$ cat config.mk
export PLATFORM = sky130hd
export DESIGN_NAME = pipe_stage_buf
export DESIGN_NICKNAME = d
export VERILOG_FILES = /design/src/rtl/pipe_stage_buf.sv
export SDC_FILE = /design/constraint.sdc
export NUM_CORES = 1
export LEC_CHECK = 0
export CAP_MARGIN = 15
export CORE_AREA = 2 2 130 132
export CTS_BUF_LIST = sky130_fd_sc_hd__clkbuf_8
export DETAILED_ROUTE_END_ITERATION = 6
export DIE_AREA = 0 0 132 134
export PLACE_DENSITY = 0.78
export SLEW_MARGIN = 20
export SYNTH_ARGS = -nofsm -noshare
export SYNTH_HDL_FRONTEND = slang
export SYNTH_SLANG_ARGS = --single-unit
$ cat constraint.sdc
create_clock -name clk -period 2.37 [get_ports clk]
set_input_delay 0.711 -clock clk [delete_from_list [all_inputs] [get_ports clk]]
set_output_delay 0.711 -clock clk [all_outputs]
set_load 0.1 [all_outputs]
$ cat src/rtl/pipe_stage_buf.sv
// pipe_stage_buf: parametrised inter-stage pipeline register.
// DEPTH slices of {data, valid} in series between a producing stage (stall
// bit STAGE) and its consumer (stall bit STAGE+1). Supports flush/squash,
// consumer hold, bubble insertion when only the producer stalls, and
// saturating stall/bubble performance counters.
module pipe_stage_buf #(
  parameter  int DATA_W  = 137,
  parameter  int DEPTH   = 1,
  parameter  int STALL_W = 6,
  parameter  int STAGE   = 3,
  parameter  int CNT_W   = 16,
  localparam int OCC_W   = $clog2(DEPTH + 1)
) (
  input  logic               clk,
  input  logic               rst,
  input  logic [STALL_W-1:0] stall,
  input  logic               flush,
  input  logic               clr_cnt,
  input  logic [DATA_W-1:0]  in_data,
  input  logic               in_valid,
  output logic [DATA_W-1:0]  out_data,
  output logic               out_valid,
  output logic [OCC_W-1:0]   occupancy,
  output logic [CNT_W-1:0]   stall_cnt,
  output logic [CNT_W-1:0]   bubble_cnt
);

  // Illegal configurations stop elaboration instead of silently misbehaving.
  if (DEPTH < 1) begin : g_bad_depth
    $error("pipe_stage_buf: DEPTH must be >= 1");
  end
  if (STAGE < 0 || STAGE + 1 >= STALL_W) begin : g_bad_stage
    $error("pipe_stage_buf: STAGE+1 must index a bit of the stall vector");
  end

  // Masks select the producer and consumer stall bits; every other bit of
  // the global vector is ANDed with zero and has no effect.
  localparam logic [STALL_W-1:0] PROD_MASK = STALL_W'(1) << STAGE;
  localparam logic [STALL_W-1:0] CONS_MASK = STALL_W'(1) << (STAGE + 1);
  localparam logic [CNT_W-1:0]   CNT_MAX   = '1;

  logic hold;
  logic bubble;

  // Consumer stall freezes every slice; producer-only stall injects a bubble.
  always_comb begin
    hold   = |(stall & CONS_MASK);
    bubble = |(stall & PROD_MASK) & ~hold;
  end

  logic [DATA_W-1:0] data_q  [DEPTH];
  logic [DATA_W-1:0] data_d  [DEPTH];
  logic [DEPTH-1:0]  valid_q;
  logic [DEPTH-1:0]  valid_d;

  // Next slice contents: flush beats hold, hold beats bubble, bubble beats advance.
  always_comb begin
    // NOTE: defaulting every output of a combinational block to its held value
    // first means no path leaves it unassigned, so no latch is inferred.
    data_d  = data_q;
    valid_d = valid_q;
    if (flush) begin
      for (int k = 0; k < DEPTH; k++) begin
        data_d[k] = '0;
      end
      valid_d = '0;
    end else if (!hold) begin
      for (int k = DEPTH - 1; k >= 1; k--) begin
        data_d[k]  = data_q[k-1];
        valid_d[k] = valid_q[k-1];
      end
      if (bubble) begin
        data_d[0]  = '0;
        valid_d[0] = 1'b0;
      end else begin
        data_d[0]  = in_data;
        valid_d[0] = in_valid;
      end
    end
  end

  // Slice registers with synchronous active-low reset.
  always_ff @(posedge clk) begin
    // NOTE: sequential state uses non-blocking assignments so every flop
    // samples pre-edge values regardless of statement order.
    if (!rst) begin
      // NOTE: the slice array is reset, not just the valid bits, because a
      // squashed or reset slice must present an all-zero NOP payload.
      for (int k = 0; k < DEPTH; k++) begin
        data_q[k] <= '0;
      end
      valid_q <= '0;
    end else begin
      data_q  <= data_d;
      valid_q <= valid_d;
    end
  end

  logic [CNT_W-1:0] stall_cnt_q;
  logic [CNT_W-1:0] stall_cnt_d;
  logic [CNT_W-1:0] bubble_cnt_q;
  logic [CNT_W-1:0] bubble_cnt_d;

  // Saturating performance counters; clear wins and flush cycles count nothing.
  always_comb begin
    stall_cnt_d  = stall_cnt_q;
    bubble_cnt_d = bubble_cnt_q;
    if (clr_cnt) begin
      stall_cnt_d  = '0;
      bubble_cnt_d = '0;
    end else if (!flush && hold) begin
      if (stall_cnt_q != CNT_MAX) begin
        stall_cnt_d = stall_cnt_q + CNT_W'(1);
      end
    end else if (!flush && bubble) begin
      if (bubble_cnt_q != CNT_MAX) begin
        bubble_cnt_d = bubble_cnt_q + CNT_W'(1);
      end
    end
  end

  // Counter registers with synchronous active-low reset.
  always_ff @(posedge clk) begin
    if (!rst) begin
      stall_cnt_q  <= '0;
      bubble_cnt_q <= '0;
    end else begin
      stall_cnt_q  <= stall_cnt_d;
      bubble_cnt_q <= bubble_cnt_d;
    end
  end

  logic [OCC_W-1:0] occ;

  // Occupancy is the popcount of the registered valid bits.
  always_comb begin
    occ = '0;
    for (int k = 0; k < DEPTH; k++) begin
      occ = occ + OCC_W'(valid_q[k]);
    end
  end

  assign out_data   = data_q[DEPTH-1];
  assign out_valid  = valid_q[DEPTH-1];
  assign occupancy  = occ;
  assign stall_cnt  = stall_cnt_q;
  assign bubble_cnt = bubble_cnt_q;

endmodule
==> results by group, run 1 <==
Power and ir drop
  • Relative contribution of the clock network to total power: 0.363
  • Power spent charging and discharging nets: about 1700 uW
  • Internal power: approximately 4400 uW
  • Worst vdd rail ir drop: between 0.4 and 0.5 mV
  • Switching share of power: 0.286
  • Static Leak: between 0.003 and 0.004 uW
  • Combinational cell fraction of total power: 0.158
  • Sequential fraction of design power: 0.479
  • Power Density: 626 nW/um^2

CTS
  • Count of instances resized after the clock tree is built: 0
  • Clock Sink Count: between 150 and 200
  • Number of CTS-inserted buffers: 17
  • Worst-skew pair later-pin latency: about 0.45 ns
  • Buffer cell driving the clock tree root: clkbuf_8
  • Hold Buf Count CTS: 0
  • Clock tree from TritonCTS: yes
  • Number of buffers on the longest clock path: 2
  • Post-CTS setup-driven buffer insertion count: 0
  • H-tree depth: 4
  • Post-CTS clock slew at the launch and capture registers of the worst setup and hold paths: 0.09 ns

Critical path
  • Internal reg-to-reg setup slack: 0.51 ns
  • Data required time of the critical path: 2.76 ns
  • CP max-delay cell: clkdlybuf4s50_1
  • Critical path endpoint category: flip-flop
  • Largest stage delay on the critical path: between 0.5 and 0.6 ns
  • Type of element launching the critical path: input port
  • CP Data Arrival Time: about 2.7 ns
  • Critical path type: input port to flip-flop
  • Critical path fanouts, max: 6
  • Depth of the most critical reg-to-reg path: 5
  • Startpoint of the worst setup timing path: stall[3]
  • End of the worst register-to-register path: bubble_cnt[12]
  • Reg-to-reg critical path startpoint: bubble_cnt[0]
  • CP cell instances: clkdlybuf4s50_1 -> or3b_4 -> or3_4 -> or4_1 -> a21oi_1

Floorplan
  • Chip width: approximately 130 microns
  • Y dimension of the die: roughly 130 microns
  • Standard cell core area: 16,300 sq um
  • Core Rows: 47
  • Total Die Area: around 18,000 sq um
  • Num ports: roughly 320
  • Effective utilization at floorplan: 0.381

Route
  • Total Wirelength: around 20,000 microns
  • Avg Vias per Cell: 5.22
  • First-iteration detailed-routing DRC count: roughly 380
  • Final routed DRC violation total: 0
  • Total iterations of the first detailed-routing run: 5
  • Final antenna-violating net count: 0
  • Wirelength per Cell: about 17 microns
  • Detailed-route via count: between 6,000 and 7,000

Timing
  • Setup Total Neg Slack: 0 ns
  • Worst slew margin relative to its limit: 0.567
  • F_max: ~0.44 GHz
  • Number of slew-limit violations in the final report: 0
  • Count of endpoints failing setup in the final report: 0
  • Final Hold Viols: 0
  • Clock period minus final worst setup slack: about 2.3 ns
  • RSZ-0062 raised after global routing: false
  • Skew final: ~0.0062 ns
  • Transition time at the pin with the least slew margin: between 0.6 and 0.7 ns
  • Least setup slack across all paths after layout: approximately 0.083 ns
  • Fin crit share: 0.965

Logic synthesis
  • Commonest cells post-synth: dfxtp_1, nor2_1, a22oi_1
  • Synthesis-stage register bit count: 170
  • Proportion of register bits with asynchronous set or reset after synthesis: 0
  • Top cell type's share of synthesized area: 0.548
  • Top cell type by total area after synthesis: dfxtp_1
  • Post-synthesis instance total: about 670
  • Area of the mapped netlist: slightly above 6000 sq um
  • Synthesized net count: roughly 800
  • Syn avg cell area: between 9 and 10 sq um
  • EDFF count, synth: 0
  • Dominant cells by area after synthesis: dfxtp_1, a22oi_1, nor2_1
  • Top_reg_cell synth: dfxtp_1
  • Share of the yosys chip area belonging to registers: 0.548
  • Synthesis Warnings: 0
  • Count leader, synth: dfxtp_1
  • Number of distinct standard cells referenced by the synthesized netlist: 40

Run
  • Reported max-cap violation count: 0

Global routing
  • Congestion Overflow GR: 0
  • Number of global-route vias before repair: 6,018
  • Wire length of the first global-routing pass: roughly 32,000 microns
  • Largest net degree at the start of global routing: 94
  • Number of antenna violations at the first check in global routing: 1
  • GRT Overall Usage: 0.225

Place
  • Worst setup timing slack at the placement stage: -0.358 ns
  • # port buffers: roughly 310
  • DP Area: between 9000 and 10,000 sq um
  • Global placer's final weighted congestion: 0.836
  • Placed wire-length estimate: approximately 15,000 microns

Cells and area
  • Number of nets in the layout: roughly 1,100
  • Post-route cell area: between 9000 and 10,000 sq um
  • Fraction of final layout cells with drive strength greater than 1: 0.244
  • Syn-to-layout area delta: 57.1%

Worst hold path
  • Hold-critical path depth: 2
  • Hold path startpoint: stall_cnt[0]
  • Worst Hold Class: flip-flop to flip-flop
  • Destination of the worst hold path: stall_cnt[0]

Status
  • Status: completed
-- cells by family after synthesis --
group | share of synthesized area
AO/OA/AOI/OAI | 0.226
flip-flops | 0.548
AND/OR/NAND/NOR | 0.178
adder cells (fa/ha/maj) | 0.00403
XOR/XNOR | 0.00141
multiplexers | 0.00644
buffers and inverters | 0.0369
-- routing by layer --
metal  track usage  share of wire  wire length [microns]
met1         0.265           0.40                   8230
met2         0.378           0.49                  10000
met3        0.0794          0.083                   1700
met4        0.0827          0.023                    471
met5             0              0                      0
-- cell type report --
cell class                 instances  area, sq um
tap                              220          275
fill                            1418         6530
timing repair buffer             341         3040
clock inverter                    14          183
inverter                           3         11.3
sequential                       170         3410
clock buffer                      18          248
multi-input combinational        437         2600
antenna                            1         2.50
-- how the worst max path moves through the flow --
stage / endpoint / slack (ns) / cells past startpoint
floorplan: bubble_cnt[12] / 0.01 / 5
global placement: bubble_cnt[12] / -0.36 / 5
detailed placement: bubble_cnt[12] / -0.36 / 5
CTS: bubble_cnt[12] / 0.13 / 5
global route: bubble_cnt[6] / 0.06 / 5
finish: bubble_cnt[12] / 0.08 / 5
-- sequential cells by signal (all words and copies together), names as in the netlist --
register    cells
out_data      137
bubble_cnt     16
stall_cnt      16
out_valid       1
-- cells in the final DEF (no fill, tap or decap), drive strengths merged, types with 3 or more instances in the layout --
cell           synthesis  routed
nand3                 14      14
and3                   6       6
clkbuf                47      18
o21ai                 10      10
nor3                   4       4
inv                    3       8
o311ai                 5       5
o41ai                  5       5
clkdlybuf4s50          0     142
a31oi                  4       4
a211oi                 3       3
nand4                 10      10
nor2                 144     144
a21oi                 20      20
and4                   8       8
bufinv                 0       3
clkinvlp               0       5
o31ai                  7       7
mux2i                  4       4
nand2b                 6       6
nor4                   3       3
nand2                 16      16
buf                    8     199
dfxtp                170     170
or3                    7       7
or4                    8       8
a22oi                138     138
-- power groups by stage --
stage	Clock [uW]	Sequential (uW)	Combinational, uW
2_1_floorplan	0	3340	207
3_3_place_gp	0	2990	960
3_5_place_dp	0	3000	965
4_1_cts	2280	2930	967
5_1_grt	2400	2940	1010
6_report	2220	2930	963
-- worst max-delay path, delay by kind of cell --
kind                   cells  cell delay (ns)
AOI/OAI and AO/OA          1             0.14
buffers and inverters      1             0.55
and+or+nand+nor            3             1.26
-- stage by stage --
stage	power, uW	utilization	hold slack (ns)	instances
2_1_floorplan	3540	-	0.692	665
3_3_place_gp	3950	0.573	0.469	1171
3_5_place_dp	3960	0.573	0.474	1171
4_1_cts	6180	0.599	0.486	1203
5_1_grt	6350	0.599	0.531	1203
6_report	6110	0.599	0.486	1204
Power figures use the tool's default switching activity.
==> run 2, diff against run 1 <==
--- a/config.mk
+++ b/config.mk
@@ -5,6 +5,7 @@
 export SDC_FILE = /design/constraint.sdc
 export NUM_CORES = 1
 export LEC_CHECK = 0
+export ABC_CLOCK_PERIOD_IN_PS = 2370
 export CAP_MARGIN = 15
 export CORE_AREA = 2 2 130 132
 export CTS_BUF_LIST = sky130_fd_sc_hd__clkbuf_8
==> results of run 2 <==
No change in the layout: final DEF, timing and power equal those of run 1.
==> run 3, diff against run 2 <==
--- a/config.mk
+++ b/config.mk
@@ -12,6 +12,8 @@
 export DETAILED_ROUTE_END_ITERATION = 6
 export DIE_AREA = 0 0 132 134
 export PLACE_DENSITY = 0.78
+export REMOVE_ABC_BUFFERS = 1
+export SKIP_CTS_REPAIR_TIMING = 1
 export SLEW_MARGIN = 20
 export SYNTH_ARGS = -nofsm -noshare
 export SYNTH_HDL_FRONTEND = slang
==> run 3 against run 2 <==
Compared with the run above: cell count is 0.50% lower; sequential share of layout area is 0.29 points higher; cell area is 0.96% lower; non-clock buffer count is 3 lower; combinational power is 2% lower; hold slack better by 0.030 ns; highest routed layer unchanged.
==> results by group, run 3 (synthesized netlist as in run 1, its figures left out) <==
Critical path
  • Reg-to-reg critical path startpoint: bubble_cnt[0] (unchanged)
  • Data required time of the critical path: 2.76 ns (about the same)
  • Critical path endpoint category: flip-flop (unchanged)
  • End of the worst register-to-register path: bubble_cnt[12] (unchanged)
  • CP cell instances: clkdlybuf4s50_1 -> or3b_4 -> or3_4 -> or4_1 -> a21oi_1 (unchanged)
  • Critical path fanouts, max: 5 (was 6)
  • Largest stage delay on the critical path: 0.55 ns (about the same)
  • Depth of the most critical reg-to-reg path: 5 (unchanged)
  • Internal reg-to-reg setup slack: 0.50 ns (was 0.51 ns)
  • Largest delay contributor family on the critical path: simple AND/OR/NAND/NOR gates (unchanged)
  • CP max-delay cell: clkdlybuf4s50_1 (unchanged)
  • Critical path type: input port to flip-flop (unchanged)
  • CP Data Arrival Time: 2.64 ns (was 2.68 ns)
  • Type of element launching the critical path: input port (unchanged)
  • Number of buffer and inverter stages on the critical path: 1 (unchanged)
  • Cell depth of the worst setup path: 5 (unchanged)

Cells and area
  • Number of nets in the layout: 1,117 (was 1,120)
  • Syn-to-layout area delta: 55.6% (was 57.1%)
  • Flip-flop count of the largest register, all copies and words added: 137 (unchanged)
  • Most common cell after layout, fill and taps aside: buf_4 (unchanged)
  • Final antenna diode count: 0 (was 1)
  • Most used cells in the layout excluding fill and tap cells: buf_4, dfxtp_1, nor2_1 (unchanged)
  • Fraction of final layout cells with drive strength greater than 1: 0.236 (was 0.244)
  • Core utilization of the finished layout: 0.594 (was 0.599)

Worst hold path
  • Destination of the worst hold path: stall_cnt[0] (unchanged)
  • Worst Hold Class: flip-flop to flip-flop (unchanged)
  • Hold path startpoint: stall_cnt[0] (unchanged)
  • Hold-critical path depth: 2 (unchanged)

Route
  • Total iterations of the first detailed-routing run: 4 (was 5)
  • Final routed DRC violation total: 0 (unchanged)
  • Detailed-route via count: 6,182 (was 6,283)
  • Wirelength per Cell: 16.4 microns (was 17.0 microns)
  • Total Wirelength: 19,600 microns (was 20,400 microns)
  • Final antenna-violating net count: 0 (unchanged)
  • First-iteration detailed-routing DRC count: 374 (was 384)
  • Avg Vias per Cell: 5.16 (was 5.22)

Power and ir drop
  • Worst vdd rail ir drop: 0.481 mV (was 0.434 mV)
  • Power spent charging and discharging nets: 1660 uW (was 1750 uW)
  • Sequential fraction of design power: 0.493 (was 0.479)
  • Internal power: 4280 uW (was 4370 uW)
  • Power Density: 614 nW/um^2 (was 626 nW/um^2)
  • Static Leak: 0.00384 uW (was 0.00387 uW)
  • Switching share of power: 0.280 (was 0.286)
  • Combinational cell fraction of total power: 0.159 (was 0.158)
  • Relative contribution of the clock network to total power: 0.348 (was 0.363)

Timing
  • Skew final: 0.0210 ns (was 0.00616 ns)
  • Number of slew-limit violations in the final report: 0 (unchanged)
  • Count of endpoints failing setup in the final report: 0 (unchanged)
  • Worst slew margin relative to its limit: 0.592 (was 0.567)
  • Fin crit share: 0.951 (was 0.965)
  • Clock period minus final worst setup slack: 2.25 ns (was 2.29 ns)
  • RSZ-0062 raised after global routing: false (unchanged)
  • Final Hold Viols: 0 (unchanged)
  • Least setup slack across all paths after layout: 0.116 ns (was 0.0831 ns)
  • F_max: 0.444 GHz (was 0.437 GHz)
  • Transition time at the pin with the least slew margin: 0.612 ns (was 0.643 ns)

Floorplan
  • Num ports: 319 (unchanged)
  • Chip width: 132 microns (unchanged)
  • Effective utilization at floorplan: 0.381 (unchanged)
  • Core Rows: 47 (unchanged)
  • Y dimension of the die: 134 microns (unchanged)
  • Total Die Area: 17,700 sq um (unchanged)
  • Standard cell core area: 16,300 sq um (unchanged)

Global routing
  • Number of antenna violations at the first check in global routing: 0 (was 1)
  • Wire length of the first global-routing pass: 30,600 microns (was 31,800 microns)
  • Number of global-route vias before repair: 5,867 (was 6,018)
  • GRT Overall Usage: 0.215 (was 0.225)
  • Congestion Overflow GR: 0 (unchanged)
  • Largest net degree at the start of global routing: 133 (was 94)

Run
  • Reported max-cap violation count: 0 (unchanged)

CTS
  • Buffer cell driving the clock tree root: clkbuf_8 (unchanged)
  • H-tree depth: 4 (unchanged)
  • Worst-skew pair later-pin latency: 0.45 ns (about the same)
  • Clock tree from TritonCTS: yes (unchanged)
  • Number of buffers on the longest clock path: 2 (unchanged)
  • Clock Sink Count: 170 (unchanged)
  • Number of CTS-inserted buffers: 17 (unchanged)
  • Post-CTS clock slew at the launch and capture registers of the worst setup and hold paths: 0.09 ns (about the same)

Status
  • Status: completed (unchanged)

Place
  • # port buffers: 314 (unchanged)
  • Global placer's final weighted congestion: 0.830 (was 0.836)
  • Placed wire-length estimate: 14,100 microns (was 14,900 microns)
  • Worst setup timing slack at the placement stage: -0.339 ns (was -0.358 ns)
==> run 3: layout make-up <==
type	instances	area, sq um
fillers	1431	6620
flip-flops and latches	170	3400
repair buffers	338	2990
multi-input cells	437	2600
clock buffers	20	275
well taps	220	275
clock inverters	10	116
inverters	3	11.3
==> run 3: worst max-delay path by stage <==
stage / from / endpoint / slack [ns]
6_report: stall[3] / bubble_cnt[12] / 0.12
5_1_grt: stall[3] / bubble_cnt[12] / 0.1
4_1_cts: stall[3] / bubble_cnt[12] / 0.16
3_5_place_dp: stall[3] / bubble_cnt[12] / -0.34
3_3_place_gp: stall[3] / bubble_cnt[12] / -0.31
2_1_floorplan: stall[3] / out_data[0] / -3.11
==> run 3: power groups by stage <==
stage | Sequential (uW) | Clock [uW] | Combinational (uW)
2_1_floorplan | 3340 | 0 | 169
3_3_place_gp | 2990 | 0 | 942
3_5_place_dp | 2990 | 0 | 946
4_1_cts | 2930 | 2130 | 947
5_1_grt | 2930 | 2240 | 995
6_report | 2930 | 2060 | 944
==> run 3: worst reg2reg max path: stages (launching register included) <==
cell,delay [ns]
dfxtp_1,0.40
ha_1,0.28
nand3_1,0.16
or3_4,0.41
or4_1,0.40
a21oi_1,0.15
==> run 3: layer usage <==
metal | GRT usage | up-vias | share of wire
li1 | - | 3040 | -
met1 | 0.258 | 2915 | 0.42
met2 | 0.358 | 198 | 0.48
met3 | 0.0771 | 29 | 0.072
met4 | 0.0785 | 0 | 0.024
met5 | 0 | - | 0
==> run 3: per-stage QoR <==
| step | cells | setup TNS [ns] | instance area (sq um) | power, uW | hold WS (ns) |
|---|---|---|---|---|---|
| finish | 1198 | 0 | 9670 | 5940 | 0.515 |
| detailed placement | 1168 | -2.18 | 9280 | 3940 | 0.499 |
| floorplan | 610 | -429.00 | 6000 | 3510 | 0.855 |
| global route | 1198 | 0 | 9670 | 6170 | 0.540 |
| global placement | 1168 | -2.00 | 9280 | 3930 | 0.480 |
| CTS | 1198 | 0 | 9670 | 6010 | 0.511 |
